`src/rtl/i2c_reg_master_pkg.sv`:
```
// i2c_pkg: shared state encoding, R/W bit values and quarter-bit timing helper
package i2c_pkg;
  typedef enum logic [3:0] {
    IDLE, START, TX_BYTE, RX_ACK, RESTART, RX_BYTE, TX_NACK, STOP, BUS_FREE
  } state_t;
  localparam logic RW_WRITE = 1'b0;
  localparam logic RW_READ  = 1'b1;
  function automatic int qtr_clks(input int clk_mhz, input int i2c_khz);
    return clk_mhz * 1000 / (4 * i2c_khz);
  endfunction
endpackage

```
`src/rtl/i2c_reg_master_if.sv`:
```
// i2c_reg_master_if: register-side command/status and open-drain pin signals
interface i2c_reg_master_if;
  logic       cmd_start;
  logic       cmd_rd;
  logic [6:0] cmd_dev_addr;
  logic [7:0] cmd_reg_addr;
  logic [7:0] cmd_wr_data;
  logic       cmd_busy;
  logic       done;
  logic       ack_error;
  logic [7:0] rd_data;
  logic       scl_oe;
  logic       sda_oe;
  logic       scl_in;
  logic       sda_in;
  modport master (
    input  cmd_start, cmd_rd, cmd_dev_addr, cmd_reg_addr, cmd_wr_data, scl_in, sda_in,
    output cmd_busy, done, ack_error, rd_data, scl_oe, sda_oe
  );
  modport slave (
    output cmd_start, cmd_rd, cmd_dev_addr, cmd_reg_addr, cmd_wr_data, scl_in, sda_in,
    input  cmd_busy, done, ack_error, rd_data, scl_oe, sda_oe
  );
endinterface

```
`src/rtl/i2c_reg_master_qtr_tick.sv`:
```
// i2c_qtr_tick: quarter-bit timer with clock-stretch freeze and 0..3 phase index
module i2c_qtr_tick #(
  parameter int QTR = 65
) (
  input  logic       clk,
  input  logic       rst,
  input  logic       en,
  input  logic       stretch,
  output logic       tick,
  output logic [1:0] phase
);
  localparam int W = $clog2(QTR);
  localparam logic [W-1:0] LAST = W'(QTR - 1);
  logic [W-1:0] cnt;
  assign tick = en && !stretch && cnt == LAST;
  always_ff @(posedge clk) begin
    if (rst || !en) begin
      cnt   <= '0;
      phase <= '0;
    end else if (!stretch) begin
      cnt   <= tick ? '0 : cnt + 1'b1;
      phase <= tick ? phase + 2'd1 : phase;
    end
  end
endmodule

```
`src/rtl/i2c_reg_master.sv`:
```
// i2c_reg_master: single-byte I2C register write / read (repeated START) bus master
module i2c_reg_master import i2c_pkg::*; #(
  parameter int CLK_FRQ_MHZ  = 26,
  parameter int I2C_FREQ_KHZ = 100
) (
  input logic clk,
  input logic rst,
  i2c_reg_master_if.master bus
);
  localparam int QTR = qtr_clks(CLK_FRQ_MHZ, I2C_FREQ_KHZ);
  state_t     state, state_n;
  logic       tick, accept, slot_end, smp, rw, scl_n, sda_n;
  logic [1:0] phase, byte_idx;
  logic [2:0] bit_cnt;
  logic [6:0] dev;
  logic [7:0] reg_a, wdata, rx_sh, tx_byte;
  i2c_qtr_tick #(.QTR(QTR)) u_tick (
    .clk(clk), .rst(rst), .en(state != IDLE),
    .stretch(!bus.scl_oe && !bus.scl_in), .tick(tick), .phase(phase)
  );
  assign accept   = state == IDLE && bus.cmd_start && !bus.cmd_busy;
  assign slot_end = tick && phase == 2'd3;
  assign tx_byte  = byte_idx == 2'd0 ? {dev, RW_WRITE} :
                    byte_idx == 2'd1 ? reg_a : rw ? {dev, RW_READ} : wdata;
  always_ff @(posedge clk) state <= rst ? IDLE : state_n;
  // Line drives are decoded from state/phase and registered below, so the bus never glitches.
  always_comb begin
    state_n = state;
    scl_n   = 1'b0;
    sda_n   = 1'b0;
    unique case (state)
      IDLE: state_n = accept ? START : IDLE;
      START: begin
        scl_n = phase == 2'd3;
        sda_n = phase != 2'd0;
        if (slot_end) state_n = TX_BYTE;
      end
      TX_BYTE: begin
        scl_n = !phase[1];
        sda_n = !tx_byte[bit_cnt];
        if (slot_end && bit_cnt == 3'd0) state_n = RX_ACK;
      end
      RX_ACK: begin
        scl_n = !phase[1];
        if (slot_end) state_n = smp ? STOP : byte_idx == 2'd0 ? TX_BYTE :
                                byte_idx == 2'd1 ? (rw ? RESTART : TX_BYTE) :
                                rw ? RX_BYTE : STOP;
      end
      RESTART: begin
        scl_n = phase == 2'd0 || phase == 2'd3;
        sda_n = phase[1];
        if (slot_end) state_n = TX_BYTE;
      end
      RX_BYTE: begin
        scl_n = !phase[1];
        if (slot_end && bit_cnt == 3'd0) state_n = TX_NACK;
      end
      TX_NACK: begin
        scl_n = !phase[1];
        if (slot_end) state_n = STOP;
      end
      STOP: begin
        scl_n = phase == 2'd0;
        sda_n = phase != 2'd3;
        if (slot_end) state_n = BUS_FREE;
      end
      BUS_FREE: if (slot_end) state_n = IDLE;
      default: state_n = IDLE;
    endcase
  end
  always_ff @(posedge clk) begin
    if (rst) begin
      bus.cmd_busy  <= 1'b0;
      bus.done      <= 1'b0;
      bus.ack_error <= 1'b0;
      bus.rd_data   <= '0;
      bus.scl_oe    <= 1'b0;
      bus.sda_oe    <= 1'b0;
    end else begin
      bus.done   <= slot_end && state == BUS_FREE;
      bus.scl_oe <= scl_n;
      bus.sda_oe <= sda_n;
      if (accept) begin
        bus.cmd_busy  <= 1'b1;
        bus.ack_error <= 1'b0;
        rw            <= bus.cmd_rd;
        dev           <= bus.cmd_dev_addr;
        reg_a         <= bus.cmd_reg_addr;
        wdata         <= bus.cmd_wr_data;
        bit_cnt       <= 3'd7;
        byte_idx      <= 2'd0;
      end else if (bus.done) bus.cmd_busy <= 1'b0;
      if (tick && phase == 2'd2) smp <= bus.sda_in;
      if (slot_end && (state == TX_BYTE || state == RX_BYTE)) bit_cnt <= bit_cnt - 3'd1;
      if (slot_end && state == RX_BYTE) rx_sh <= {rx_sh[6:0], smp};
      if (slot_end && state == RX_ACK) begin
        byte_idx <= byte_idx + 2'd1;
        if (smp) bus.ack_error <= 1'b1;
      end
      if (slot_end && state == TX_NACK) bus.rd_data <= rx_sh;
    end
  end
endmodule

```
`src/flat_wrapper.sv`:
```
// flat-port wrapper written by rule: the top's interface ports become plain ports
module i2c_reg_master_flat import i2c_pkg::*;
#(
  parameter int CLK_FRQ_MHZ  = 26,
  parameter int I2C_FREQ_KHZ = 100
)
  (clk, rst, bus_cmd_start, bus_cmd_rd, bus_cmd_dev_addr, bus_cmd_reg_addr, bus_cmd_wr_data, bus_scl_in, bus_sda_in, bus_cmd_busy, bus_done, bus_ack_error, bus_rd_data, bus_scl_oe, bus_sda_oe);
  i2c_reg_master_if bus_i ();
  input logic clk;
  input logic rst;
  input wire logic [$bits(bus_i.cmd_start)-1:0] bus_cmd_start;
  input wire logic [$bits(bus_i.cmd_rd)-1:0] bus_cmd_rd;
  input wire logic [$bits(bus_i.cmd_dev_addr)-1:0] bus_cmd_dev_addr;
  input wire logic [$bits(bus_i.cmd_reg_addr)-1:0] bus_cmd_reg_addr;
  input wire logic [$bits(bus_i.cmd_wr_data)-1:0] bus_cmd_wr_data;
  input wire logic [$bits(bus_i.scl_in)-1:0] bus_scl_in;
  input wire logic [$bits(bus_i.sda_in)-1:0] bus_sda_in;
  output wire logic [$bits(bus_i.cmd_busy)-1:0] bus_cmd_busy;
  output wire logic [$bits(bus_i.done)-1:0] bus_done;
  output wire logic [$bits(bus_i.ack_error)-1:0] bus_ack_error;
  output wire logic [$bits(bus_i.rd_data)-1:0] bus_rd_data;
  output wire logic [$bits(bus_i.scl_oe)-1:0] bus_scl_oe;
  output wire logic [$bits(bus_i.sda_oe)-1:0] bus_sda_oe;
  assign bus_i.cmd_start = bus_cmd_start;
  assign bus_i.cmd_rd = bus_cmd_rd;
  assign bus_i.cmd_dev_addr = bus_cmd_dev_addr;
  assign bus_i.cmd_reg_addr = bus_cmd_reg_addr;
  assign bus_i.cmd_wr_data = bus_cmd_wr_data;
  assign bus_i.scl_in = bus_scl_in;
  assign bus_i.sda_in = bus_sda_in;
  assign bus_cmd_busy = bus_i.cmd_busy;
  assign bus_done = bus_i.done;
  assign bus_ack_error = bus_i.ack_error;
  assign bus_rd_data = bus_i.rd_data;
  assign bus_scl_oe = bus_i.scl_oe;
  assign bus_sda_oe = bus_i.sda_oe;
  i2c_reg_master #(.CLK_FRQ_MHZ(CLK_FRQ_MHZ), .I2C_FREQ_KHZ(I2C_FREQ_KHZ)) u_core (.clk(clk), .rst(rst), .bus(bus_i));
endmodule
```
`config.mk`:
```
export PLATFORM = sky130hd
export DESIGN_NAME = i2c_reg_master_flat
export DESIGN_NICKNAME = d
export VERILOG_FILES = /design/src/rtl/i2c_reg_master_pkg.sv /design/src/rtl/i2c_reg_master_if.sv /design/src/rtl/i2c_reg_master_qtr_tick.sv /design/src/rtl/i2c_reg_master.sv /design/src/flat_wrapper.sv
export SDC_FILE = /design/constraint.sdc
export NUM_CORES = 1
export LEC_CHECK = 0
export ABC_AREA = 1
export BUFFER_PORTS_ARGS = -buffer_cell sky130_fd_sc_hd__buf_2
export CAP_MARGIN = 30
export CORE_ASPECT_RATIO = 0.6
export CORE_MARGIN = 3
export CORE_UTILIZATION = 40
export DETAILED_ROUTE_END_ITERATION = 7
export GPL_TIMING_DRIVEN = 0
export MAX_ROUTING_LAYER = met4
export PLACE_DENSITY = 0.62
export SLEW_MARGIN = 20
export SYNTH_ARGS = -nofsm -noshare
export SYNTH_HDL_FRONTEND = slang
export SYNTH_SLANG_ARGS = --single-unit
```
`constraint.sdc`:
```
create_clock -name clk -period 4.1 [get_ports clk]
set_clock_uncertainty 0.05 [all_clocks]
set_input_delay 0.82 -clock clk [delete_from_list [all_inputs] [get_ports clk]]
set_output_delay 0.82 -clock clk [all_outputs]
set_load 0.01 [all_outputs]
```
==> results of run 1 <==
## critical path: cells and delay by family
kind / cells / cell delay (ns)
AND/OR/NAND/NOR: 6 / 0.96
buffers and inverters: 5 / 0.65
## cells in the final DEF (no fill, tap or decap)
| cell | instances |
|---|---|
| a31oi_1 | 2 |
| nor3_1 | 2 |
| nor2_2 | 3 |
| nand2_1 | 64 |
| nand3_1 | 28 |
| inv_2 | 6 |
| clkbuf_8 | 3 |
| nor4_2 | 1 |
| nand3b_1 | 1 |
| ha_1 | 10 |
| o31ai_1 | 2 |
| o21ai_0 | 11 |
| o21a_1 | 1 |
| o311ai_0 | 1 |
| bufinv_16 | 1 |
| clkinv_2 | 1 |
| nor2_1 | 26 |
| clkbuf_16 | 9 |
| dfxtp_1 | 26 |
| edfxtp_1 | 38 |
| nor4_1 | 1 |
| nand3_2 | 2 |
| o21ai_1 | 1 |
| nand4_1 | 3 |
| xor2_1 | 3 |
| o22ai_1 | 2 |
| buf_6 | 2 |
| clkinv_1 | 1 |
| nor2_4 | 2 |
| nand2_4 | 1 |
| buf_2 | 41 |
| or2_2 | 2 |
| inv_1 | 45 |
| xnor2_1 | 2 |
| a21oi_1 | 23 |
| nand2_2 | 3 |
| clkbuf_1 | 3 |
## registers in the layout, summed over array words and instances (netlist names)
signal,count
u_core.bus.rd_data,8
u_core.reg_a,8
u_core.rx_sh,8
u_core.wdata,8
u_core.dev,7
u_core.u_tick.cnt,7
u_core.state,4
u_core.bit_cnt,3
u_core.byte_idx,2
u_core.u_tick.phase,2
u_core.bus.ack_error,1
u_core.bus.cmd_busy,1
u_core.bus.done,1
u_core.bus.scl_oe,1
u_core.bus.sda_oe,1
u_core.rw,1
u_core.smp,1
## logic make-up after synthesis
family / after synthesis / synth area share, %
AOI/OAI and AO/OA: 43 / 7.95
xor gates and xnor gates: 5 / 1.50
buffers and inverters: 55 / 7.60
adders and majority gates: 10 / 4.30
and+or+nand+nor: 139 / 21.6
DFF: 64 / 57.0
## power groups by stage
stage | Clock, mW | Combinational, mW | Sequential (mW)
after global placement | 0 | 0.342 | 0.797
after CTS | 0.793 | 0.348 | 0.783
after global routing | 0.820 | 0.401 | 0.791
after floorplan | 0 | 0.251 | 0.790
after detailed placement | 0 | 0.345 | 0.796
final | 0.772 | 0.349 | 0.783
## area by class of cell
| cell class | count | area (sq um) | area share, % |
|---|---|---|---|
| Sequential cell | 64 | 1660 | 46.9 |
| Clock buffer | 13 | 270 | 7.63 |
| Clock inverter | 3 | 38.8 | 1.09 |
| Multi-Input combinational cell | 197 | 1040 | 29.3 |
| Tap cell | 87 | 109 | 3.07 |
| Buffer | 4 | 30.0 | 0.847 |
| Timing Repair Buffer | 41 | 205 | 5.79 |
| Inverter | 51 | 191 | 5.40 |
## cell usage after synthesis (all sizes together)
| library cell | instances | share of area [%] |
|---|---|---|
| ha | 10 | 4.3 |
| nand3 | 30 | 5.5 |
| nor2 | 31 | 4.5 |
| a31oi | 2 | 0.43 |
| nand2 | 68 | 9.3 |
| or2 | 2 | 0.43 |
| nand4 | 3 | 0.64 |
| nand3b | 1 | 0.26 |
| nor4 | 2 | 0.64 |
| o22ai | 2 | 0.43 |
| inv | 51 | 6.6 |
| nor3 | 2 | 0.34 |
| a21oi | 23 | 4.0 |
| dfxtp | 26 | 18 |
| clkbuf | 2 | 0.26 |
| edfxtp | 38 | 39 |
| o311ai | 1 | 0.30 |
| o21ai | 12 | 2.1 |
| xnor2 | 2 | 0.60 |
| xor2 | 3 | 0.90 |
| buf | 2 | 0.77 |
| o21a | 1 | 0.26 |
| o31ai | 2 | 0.52 |
## worst max-delay path by stage
| stage | to | startpoint | slack (ns) |
|---|---|---|---|
| floorplan | u_core.dev[0] | rst | 1.39 |
| global placement | u_core.dev[5] | rst | 0.68 |
| detailed placement | u_core.rx_sh[6] | bus_scl_in | 1.07 |
| CTS | u_core.rx_sh[0] | bus_scl_in | 1.42 |
| global route | u_core.rx_sh[5] | bus_scl_in | 1.52 |
| finish | u_core.rx_sh[5] | bus_scl_in | 1.63 |
## stage by stage
| step | util, % | std cells | total power [mW] |
|---|---|---|---|
| 2_1_floorplan | - | 316 | 1.04 |
| 3_3_place_gp | 46.8 | 443 | 1.14 |
| 3_5_place_dp | 47.0 | 443 | 1.14 |
| 4_1_cts | 51.4 | 459 | 1.92 |
| 5_1_grt | 51.5 | 460 | 2.01 |
| 6_report | 51.5 | 460 | 1.90 |
## layer usage
| layer | global-route usage (%) | wire [um] |
|---|---|---|
| met2 | 21.2 | 2350 |
| met5 | - | 0 |
| met4 | 6.18 | 67 |
| met1 | 24.3 | 3220 |
| met3 | 4.25 | 353 |
==> flow_summary.yaml, run 1 <==
run_status:
  status: "finished clean"
floorplanning:
  design.die.area_sq_um: 8380
  die_h_um: 72.1
  start_util_pct: 42.4
  coreArea_sq_um: 6880
  die_w_um: 116
  io_pins: 42
  rows: 23
hold_path:
  holdPathStages: 0
  holdCritStartpoint: "u_core.rx_sh[3]"
  hold_end: "u_core.rx_sh[4]"
  hold_path_class: "flop to flop"
placement:
  port_buffers: 40
  dpl.hpwl_um: 4490
  gp_congestion: 0.928
  preCtsSetupSlack_ns: 1.07
  placed_cell_area_sq_um: 3230
sta:
  tightest_slew_ns: 0.669
  worst_slack_ns: 1.63
  rsz0062_at_grt: "false"
  final_max_slew_viol_count: 0
  hold_ws_ns: 0.395
  hold_viol: 0
  setup_viol: 0
  max_freq_mhz: 406
  fin_crit_sh_pct: 60.1
  period_needed_ns: 2.47
  max_slew_margin_pct: 55.3
  fin_tns_setup_ns: 0
critical_path:
  r2r_slack_ns: 1.72
  path_max_fanout: 10
  reg2reg_to: "u_core.rx_sh[5]"
  cp.required_ns: 4.07
  startpoint_type: "primary input"
  end_kind: "flop"
  crit_chain: "buf_2 -> inv_1 -> nand2_2 -> nand3_1 -> nor2_1 -> nand3_2 -> inv_2 -> buf_6 -> nand2_1 -> nor4_2 -> buf_2"
  reg2regPathDepth: 10
  slowest_stage: "nor4_2"
  cpMostUsedCell: "buf_2"
  critical_path_class: "primary input to flop"
  arrival_ns: 2.44
  critPathMaxStageDelay_ns: 0.30
  r2r-start: "u_core.u_tick.cnt[0]"
layout:
  num_antenna_cells: 0
  nets: 407
  synthToLayoutAreaGrowth_pct: 21.6
  fillerInstances: 652
  final_area_sq_um: 3540
  drive_gt1_share_pct: 20.6
pwr:
  power.share.clock_pct: 40.6
  p_seq_share_pct: 41.1
  peakVddDrop_mv: 0.243
  switching_power_uw: 528
  p_int_mw: 1.38
  switching_share_pct: 27.7
  pwr-share-comb_pct: 18.3
  p_leak_nw: 1.48
  cellPowerDensity_nw_per_um2: 537
clocking:
  cts_buffers: 9
  cts_max_path_buffers: 2
  htree_levels: 3
  cts_tree: "built"
  cts-hold-fix-buffers: 0
  clk_latency_ns: 0.32
  clkSinkCount: 64
  path_clk_slew_ns: 0.05
  cts_resized: 0
  cts_setup_buffers: 0
  cts-root-buf: "clkbuf_16"
grt:
  antenna_found_initial: 0
  grt_use_total_pct: 16.4
  grt_pass1_wl_um: 10300
  grt_max_degree: 25
  first_global_vias: 2182
  grt_overflow: 0
synthesis:
  syn_avg_cell_area_sq_um: 9.22
  syn_inst: 316
  synth_seq_cells: 64
  synth_nets: 355
  ys_types: 31
  syn-cell-area_sq_um: 2910
  yosys_warnings: 0
  synth_seq_area_share_pct: 57.0
route:
  antenna_left: 0
  post-route-drc-count: 0
  totalWireLength_um: 5990
  via_per_inst: 4.84
  first_pass_iters: 4
  via_count: 2228
  drt-initial-drc-count: 138
  wire_per_inst_um: 13.0
flow_run:
  maxCapViolCount: 0
Power figures use the tool's default switching activity.
==> run 2, diff against run 1 <==
Settings changed: ABC_AREA 1 to 0.
Clock period 4.1 ns to 2.34 ns, I/O delays scaled along.
==> run 2 against run 1 <==
Compared with the run above:
- the flow now finishes with violations (setup timing)
- register-to-register slack lost 1.8 ns
- critical path depth shrank 6
- routed wire length grew 18%
- clock power grew 66%
- combinational power grew to 2.6 times the previous value
- hold slack lost 0.14 ns
- cell count shrank 0.22%
- synthesized cell count shrank 8.2%
- via count grew 7.9%
- area after synthesis grew 2.9%
- sequential power grew 79%
- flip-flop and latch count is the same
- critical endpoint is now u_core.bus.rd_data[6]
- largest cell class unchanged
- highest routed layer unchanged
==> flow_summary.yaml, run 2 <==
clocking:
  htree_levels: 3
  cts-root-buf: "clkbuf_16"
  cts_buffers: 9
  clkSinkCount: 64
  cts_max_path_buffers: 2
  clk_latency_ns: 0.33
  path_clk_slew_ns: 0.06
  cts_tree: "built"
route:
  via_count: 2404
  post-route-drc-count: 0
  wl_met2_um: 2910
  wl_met1_um: 3660
  via_per_inst: 5.24
  wire_per_inst_um: 15.4
  top_layer_used: "met4"
  totalWireLength_um: 7080
  first_pass_iters: 5
  drt-initial-drc-count: 237
  met3_length_um: 455
  antenna_left: 0
floorplanning:
  design.die.area_sq_um: 8600
  die_h_um: 73.1
  coreArea_sq_um: 6960
  io_pins: 42
  die_w_um: 118
  start_util_pct: 43.0
  rows: 23
critical_path:
  critPathMaxStageDelay_ns: 0.61
  arrival_ns: 2.58
  slowest_stage: "or4b_4"
  cp.required_ns: 2.48
  critPathBufInv: 0
  path_max_fanout: 8
  path_delay_family: "simple AND/OR/NAND/NOR gates"
  cpMostUsedCell: "or4b_4"
  critical_path_class: "flop to flop"
  crit_chain: "or4b_4 -> or4_4 -> or4b_4 -> mux2i_1 -> nor2_1"
  end_kind: "flop"
  startpoint_type: "flop"
sta:
  fin_crit_sh_pct: 104
  worst_slack_ns: -0.0973
  setup_viol: 22
  rsz0062_at_grt: "true"
  period_needed_ns: 2.44
  final_max_slew_viol_count: 0
  hold_viol: 0
  tightest_slew_ns: 0.680
  max_freq_mhz: 410
  max_slew_margin_pct: 54.2
placement:
  gp_congestion: 0.905
  dpl.hpwl_um: 4920
  port_buffers: 41
  preCtsSetupSlack_ns: -0.404
pwr:
  peakVddDrop_mv: 0.443
  cellPowerDensity_nw_per_um2: 937
  p_leak_nw: 1.50
  power_mw: 3.58
synthesis:
  synth_top_area_cell: "edfxtp_1"
  synth_common_cells: "38 x edfxtp_1, 33 x nor2_1, 26 x dfxtp_1, 22 x nand2_1, 18 x a21oi_1"
  synth_nets: 329
  yosys_warnings: 0
  syn_avg_cell_area_sq_um: 10.3
  synth_seq_cells: 64
  synthArstFlopShare_pct: 0
  synth_seq_area_share_pct: 55.4
  synth-main-ff-cell: "edfxtp_1"
  yosysMostFrequentCell: "edfxtp_1"
  syn-cell-area_sq_um: 3000
  syn_inst: 290
  netlist.area_leader.share_pct: 38.1
  yosys-top-cells-area: "edfxtp_1 38%, dfxtp_1 17%, ha_1 4.2%"
  synth_enable_flop_cells: 38
  ys_types: 45
grt:
  grt_use_total_pct: 17.8
  antenna_found_initial: 0
  grt_overflow: 0
  first_global_vias: 2291
  grt_max_degree: 17
  grt_pass1_wl_um: 11600
run_status:
  status: "finished, violations left"
  violations: "setup timing"
layout:
  num_antenna_cells: 0
  synthToLayoutAreaGrowth_pct: 27.4
  final_common_cell: "buf_2"
  nets: 393
  final_cell_mix: "41 x buf_2, 38 x edfxtp_1, 32 x nor2_1"
  drive_gt1_share_pct: 24.8
  fillerInstances: 637
hold_path:
  hold_path_class: "primary input to flop"
flow_run:
  maxCapViolCount: 0
[run 2: cell types whose count changed in the layout (fill, tap and decap cells not counted), sizes merged, moves of 5 or more]
cell and change:
mux2i +11, nand3 -25, a21oi -5, buf +13
inv -35, nand2b +5, clkbuf +10, nor3 +14
nor4 +5, nand2 -46, o21ai -5, nor2b +6
[run 2: worst paths after layout]
path	cells past startpoint	slack [ns]	startpoint	endpoint
setup / recovery	5	-0.1	u_core.u_tick.cnt[5]	u_core.bus.rd_data[6]
hold reg to reg	0	0.39	u_core.rx_sh[1]	u_core.rx_sh[2]
hold / removal	1	0.26	bus_cmd_wr_data[6]	u_core.wdata[6]
setup reg to reg	5	-0.1	u_core.u_tick.cnt[5]	u_core.bus.rd_data[6]
[run 2: power by group]
| part | total, mW | internal (mW) | switching (mW) |
|---|---|---|---|
| combinational | 0.897 | 0.332 | 0.565 |
| sequential | 1.40 | 1.32 | 0.0768 |
| clock | 1.28 | 0.819 | 0.461 |
[run 2: kinds of logic after synthesis]
family,after synthesis,synth area share (%)
xor+xnor,7,2.05
flops,64,55.4
fa+ha+maj,10,4.17
mux,11,3.67
simple gates,112,18.5
compound gates,54,12.0
buf+inv,32,4.17
[run 2: worst reg2reg max path: cells and delay by family, from the launching register on]
kind             cells  cell delay (ns)
muxes                1             0.19
DFF                  1             0.32
and+or+nand+nor      4             1.74
[run 2: final cells by class]
| cell class | count | area (sq um) | area share (%) |
|---|---|---|---|
| Sequential cell | 64 | 1660 | 43.6 |
| Clock inverter | 4 | 45.0 | 1.18 |
| Multi-Input combinational cell | 194 | 1310 | 34.3 |
| Tap cell | 100 | 125 | 3.28 |
| Inverter | 16 | 60.1 | 1.57 |
| Clock buffer | 12 | 236 | 6.19 |
| Timing Repair Buffer | 55 | 314 | 8.22 |
| Buffer | 14 | 65.1 | 1.70 |
[run 2: repair_timing]
action                                  CTS  global route
hold endpoints to repair                  0             0
endpoints found under the setup margin   50            26
gates resized for setup                   6            11
pin swaps                                 2             2
setup buffers                             9             4
hold buffers                              0             0
[run 2: stage by stage]
step	util (%)	hold slack [ns]	instances	TNS, ns	instance area [sq um]
floorplan	-	0.376	290	-1.39	3050
global placement	48.5	0.382	431	-15.26	3380
detailed placement	48.7	0.386	432	-9.93	3390
CTS	53.7	0.254	455	-1.25	3740
global route	54.9	0.255	459	-2.69	3820
finish	54.9	0.260	459	-1.36	3820
[run 2: layer usage]
metal,GRT usage (%),vias to the layer above
li1,-,1180
met1,25.7,1141
met4,4.81,0
met5,-,-
met3,6.04,8
met2,23.5,75
